--- src/rtl/interrupt_sequencer.sv ---
// Interrupt request consumer: pin synchronisers, NMI edge latch, IRQ poll sampling,
// and the reset/NMI/IRQ/BRK sequencing handshake with the core.

module interrupt_sequencer_sync #(
  parameter int STAGES = 2
) (
  input  logic clk,
  input  logic rst,
  input  logic din,
  output logic dout
);
  logic [STAGES-1:0] sr;

  // Flops come out of reset deasserted (pins are active low).
  always_ff @(posedge clk) begin
    if (rst) begin
      sr <= '1;
    end else begin
      sr[0] <= din;
      for (int i = 1; i < STAGES; i++) sr[i] <= sr[i-1];
    end
  end

  assign dout = sr[STAGES-1];
endmodule

module interrupt_sequencer #(
  parameter int P_sync_stages = 2
) (
  input  logic       I_clock,
  input  logic       I_reset,
  input  logic       I_nmi_n,
  input  logic       I_irq_n,
  input  logic       I_irq_mask,
  input  logic       I_poll,
  input  logic       I_brk,
  input  logic       I_start,
  input  logic       I_vector_fetch,
  input  logic       I_ack,
  output logic       O_pending,
  output logic       O_active,
  output logic [7:0] O_vector,
  output logic       O_b_flag,
  output logic       O_write_inhibit,
  output logic       O_nmi_latched
);
  localparam int NUM_PINS = 2;

  localparam logic [1:0] S_RESET    = 2'd0;
  localparam logic [1:0] S_IDLE     = 2'd1;
  localparam logic [1:0] S_PENDING  = 2'd2;
  localparam logic [1:0] S_SEQUENCE = 2'd3;

  localparam logic [7:0] VEC_NMI   = 8'hFA;
  localparam logic [7:0] VEC_RESET = 8'hFC;
  localparam logic [7:0] VEC_IRQ   = 8'hFE;

  logic [NUM_PINS-1:0] pin_raw;
  logic [NUM_PINS-1:0] pin_sync;

  logic [1:0] state;
  logic       nmi_sync;
  logic       irq_sync;
  logic       nmi_prev;
  logic       nmi_edge;
  logic       nmi_latch;
  logic       nmi_clear;
  logic       irq_req;
  logic       reset_seq;
  logic       b_flag;
  logic [7:0] vector;

  assign pin_raw = {I_irq_n, I_nmi_n};

  for (genvar g = 0; g < NUM_PINS; g++) begin : g_sync
    interrupt_sequencer_sync #(.STAGES(P_sync_stages)) u_sync (
      .clk  (I_clock),
      .rst  (I_reset),
      .din  (pin_raw[g]),
      .dout (pin_sync[g])
    );
  end

  assign nmi_sync = pin_sync[0];
  assign irq_sync = pin_sync[1];

  // nmi_prev resets high with the synchronisers, so reset release never fakes an edge.
  assign nmi_edge  = nmi_prev & ~nmi_sync;
  assign irq_req   = ~irq_sync & ~I_irq_mask;
  assign nmi_clear = (state == S_SEQUENCE) & I_vector_fetch & ~reset_seq & nmi_latch;

  always_ff @(posedge I_clock) begin
    if (I_reset) begin
      state     <= S_RESET;
      nmi_prev  <= 1'b1;
      nmi_latch <= 1'b0;
      reset_seq <= 1'b1;
      b_flag    <= 1'b0;
      vector    <= VEC_RESET;
    end else begin
      nmi_prev  <= nmi_sync;
      nmi_latch <= (nmi_latch & ~nmi_clear) | nmi_edge;
      case (state)
        S_RESET: begin
          if (I_start) begin
            state     <= S_SEQUENCE;
            reset_seq <= 1'b1;
            b_flag    <= 1'b0;
          end
        end
        S_IDLE: begin
          if (I_poll && (nmi_latch || irq_req)) begin
            state <= S_PENDING;
          end else if (I_brk) begin
            state  <= S_SEQUENCE;
            b_flag <= 1'b1;
          end
        end
        S_PENDING: begin
          if (I_start) begin
            state  <= S_SEQUENCE;
            b_flag <= 1'b0;
          end
        end
        default: begin
          // A latched NMI hijacks BRK/IRQ at the vector read; b_flag is left alone.
          if (I_vector_fetch) begin
            if (reset_seq)      vector <= VEC_RESET;
            else if (nmi_latch) vector <= VEC_NMI;
            else                vector <= VEC_IRQ;
          end
          if (I_ack) begin
            state     <= S_IDLE;
            reset_seq <= 1'b0;
          end
        end
      endcase
    end
  end

  assign O_pending       = (state == S_RESET) || (state == S_PENDING);
  assign O_active        = (state == S_SEQUENCE);
  assign O_vector        = vector;
  assign O_b_flag        = b_flag;
  assign O_write_inhibit = reset_seq;
  assign O_nmi_latched   = nmi_latch;
endmodule

--- config.mk ---
export PLATFORM = sky130hd
export DESIGN_NAME = interrupt_sequencer
export DESIGN_NICKNAME = d
export VERILOG_FILES = /design/src/rtl/interrupt_sequencer.sv
export SDC_FILE = /design/constraint.sdc
export NUM_CORES = 1
export LEC_CHECK = 0
export ABC_AREA = 1
export CAP_MARGIN = 20
export CORE_MARGIN = 2
export CORE_UTILIZATION = 40
export CTS_BUF_LIST = sky130_fd_sc_hd__clkbuf_8
export DETAILED_ROUTE_END_ITERATION = 10
export HOLD_SLACK_MARGIN = 0.12
export PLACE_DENSITY = 0.73
export SLEW_MARGIN = 20
export SYNTH_ARGS = -nofsm -noshare
export SYNTH_HDL_FRONTEND = slang
export SYNTH_SLANG_ARGS = --single-unit
--- constraint.sdc ---
create_clock -name I_clock -period 1.25 [get_ports I_clock]
set_input_delay 0.1875 -clock I_clock [delete_from_list [all_inputs] [get_ports I_clock]]
set_output_delay 0.1875 -clock I_clock [all_outputs]
set_load 0.02 [all_outputs]
==> metrics.cfg <==
[status]
outcome=finished, violations left
violations=negative setup slack

[synthesis]
yosys-top-cells-area=dfxtp_1 39%, ha_1 10%, nand2_1 9.1%
synthArstFlopShare_pct=0
seq_area_frac_synth_pct=38.9
synth_top_cell_by_area=dfxtp_1
synthCells=79
synth.most_common_cell=nand2_1
avgSynthCellArea_um2=7.82
synth_common_cells=15 x nand2_1, 12 x dfxtp_1, 10 x inv_1
synth_top_area_share_pct=38.9
synth-seq-cells=12
synth-edff-count=0
ys.flop_type=dfxtp_1
synthesis.area_um2=618
yosysUniqueCellTypes=18
yosys_warnings=0

[finish]
antenna_cells=0
nets=122
drive_gt1_share_pct=30.2
area_delta_synth_final_pct=55.7
fin_cells=122

[pwr]
p_per_area_nw_per_um2=2110
clockPowerShare_pct=20.6
switching_share_pct=36.9
leakage_nw=0.446
p_switching_mw=0.747
intPower_mw=1.28
sequentialPowerShare_pct=25.6
max-vdd-ir-drop_mv=1.47
p_comb_share_pct=53.8

[sta]
slew_viol_final=0
finClkSkew_ns=0.00141
max_freq_mhz=765
setup_viol=3
rsz0062_at_grt=yes
setup_ws_ns=-0.0565
fin_crit_ns=1.31
hold_viol=0
finalCritPeriodShare_pct=105

[cts]
cts_tree=built
path_clk_slew_ns=0.05
numCtsBuffers=3
cts.sinks=12
clock-root-buffer=clkbuf_8
clk_latency_ns=0.24
cts_buffer_depth=2
cts_htree_levels=1
cts_hold_buf=0

[global_route]
grt_pass1_vias=523
antenna_found_initial=0
track_usage_pct=14.4
grt_first_pass_wirelength_um=1970
grt-ovfl-total=0
grt_max_degree=9

[critical_path]
critPathLaunchType=flip-flop
worstSetupPathType=flip-flop to output port
critical_path.max_stage_delay_ns=0.38
r2r_setup_slack_ns=-0.03
reg2regPathDepth=9
path_cells=inv_4 > ha_4 > nor2_4 > inv_1 > buf_6
crit_path_top_delay_cell=dfxtp_4
critical_path_arrival_ns=1.12
endpoint_kind=output port
r2r_end=state[0]$_SDFFE_PP0P_
crit_fanout=4
crit_required_ns=1.06
r2r_start=state[1]$_SDFFE_PP0P_

[route]
drt_pre_antenna_iters=4
wl_per_cell_um=10.2
dr.first_iter.drc_count=8
ant_nets=0
vias=574
drt-vias-per-instance=4.70
routed_wl_um=1240
drc=0

[die]
rows=14
core-area_um2=1470
start_util_pct=42.0
die_x_um=43.3
die_h_um=43.3
die_area_um2=1880
num_io_pins=23

[place]
dp_hpwl_um=948
post-place-ws_ns=-0.207
gp_congestion=0.792
port_buffers=16
dp.cells=117

[min_path]
min-delay-start=g_sync[1].u_sync.sr[0]$_SDFF_PP1_
hold_depth=1
holdPathEnd=g_sync[1].u_sync.sr[1]$_SDFF_PP1_
hp-class=flip-flop to flip-flop

[run]
max_cap_viol_count=0

[power by group through the flow]
| stage | sequential (mW) | clock [mW] | combinational, mW |
|---|---|---|---|
| 4_1_cts | 0.496 | 0.426 | 0.988 |
| 3_3_place_gp | 0.493 | 0 | 0.887 |
| 5_1_grt | 0.527 | 0.449 | 1.18 |
| 6_report | 0.519 | 0.418 | 1.09 |
| 3_5_place_dp | 0.500 | 0 | 0.899 |
| 2_1_floorplan | 0.541 | 0 | 0.500 |
[metrics by stage]
| step | hold WS [ns] | instance area, um2 | util [%] | TNS, ns | power (mW) |
|---|---|---|---|---|---|
| 2_1_floorplan | 0.243 | 646 | - | 0 | 1.04 |
| 3_3_place_gp | 0.387 | 841 | 57.1 | -0.486 | 1.38 |
| 3_5_place_dp | 0.397 | 841 | 57.1 | -0.581 | 1.40 |
| 4_1_cts | 0.411 | 918 | 62.4 | -0.151 | 1.91 |
| 5_1_grt | 0.419 | 962 | 65.4 | -0.318 | 2.16 |
| 6_report | 0.409 | 962 | 65.4 | -0.105 | 2.03 |
[worst max-delay path: cells and delay by family (launching register included)]
family / cells / cell delay, ns
fa+ha+maj: 1 / 0.16
buf+inv: 3 / 0.24
flops: 1 / 0.38
simple gates: 1 / 0.10
[worst max path at each step]
stage                                     start  slack [ns]                    end  cells after the start
after floorplan           state[0]$_SDFFE_PP0P_        0.02  state[0]$_SDFFE_PP0P_                      8
after global placement    state[0]$_SDFFE_PP0P_       -0.20              O_pending                      5
after detailed placement  state[0]$_SDFFE_PP0P_       -0.21              O_pending                      5
after CTS                 state[1]$_SDFFE_PP0P_       -0.08              O_pending                      5
after global routing      state[1]$_SDFFE_PP0P_       -0.11  state[0]$_SDFFE_PP0P_                     10
final                     state[1]$_SDFFE_PP0P_       -0.06              O_pending                      5
[per-layer routing]
metal,global-route usage [%],vias up,part of all wire [%]
met5,0,-,0
met4,3.64,0,0
met3,7.66,0,8.1
met2,24.2,21,49
met1,15.8,261,43
li1,-,292,-
[area by class of cell]
| cell class | count | area, um2 |
|---|---|---|
| multi-input combinational | 53 | 360 |
| fill | 132 | 509 |
| timing repair buffer | 25 | 231 |
| inverter | 12 | 50.0 |
| tap | 16 | 20.0 |
| clock buffer | 4 | 55.1 |
| sequential | 12 | 245 |
[cell families (layout without fill, tap and decap cells)]
kind of cell,Yosys count,after routing,synth area share [%]
buffers and inverters,18,41,14.6
other,2,6,1.22
DFF,12,12,38.9
and+or+nand+nor,31,31,23.3
AOI/OAI and AO/OA,11,11,11.9
adders and majority gates,5,5,10.1
[state kept, by name, indices dropped and copies added, names as in the netlist]
signal and count:
g_sync.u_sync.sr 4, O_vector 2, state 2, O_b_flag 1
O_nmi_latched 1, O_write_inhibit 1, nmi_prev 1
[cells in the final DEF (no fill, tap or decap)]
| master | count |
|---|---|
| a22oi_1 | 1 |
| inv_2 | 2 |
| conb_1 | 6 |
| dfxtp_2 | 1 |
| a21oi_1 | 3 |
| nand2_1 | 14 |
| buf_4 | 7 |
| nand2_2 | 1 |
| dfxtp_1 | 10 |
| or2_1 | 4 |
| o21ai_0 | 2 |
| clkbuf_8 | 4 |
| nor2_1 | 4 |
| a21oi_2 | 1 |
| nand3_2 | 1 |
| inv_1 | 8 |
| o22ai_1 | 1 |
| nand4_1 | 1 |
| inv_4 | 2 |
| clkdlybuf4s50_1 | 9 |
| o21ai_2 | 3 |
| ha_1 | 1 |
| buf_6 | 4 |
| nor2_4 | 1 |
| ha_4 | 4 |
| nand3_1 | 5 |
| dlygate4sd2_1 | 5 |
| dfxtp_4 | 1 |
[timing repair]
action | CTS | global route
buffers inserted | 1 | 1
endpoints found under the setup margin | 10 | 5
gates resized for setup | 21 | 10
endpoints found under the hold margin | 0 | 0
pin swaps | 5 | 10
Power figures use the tool's default switching activity.
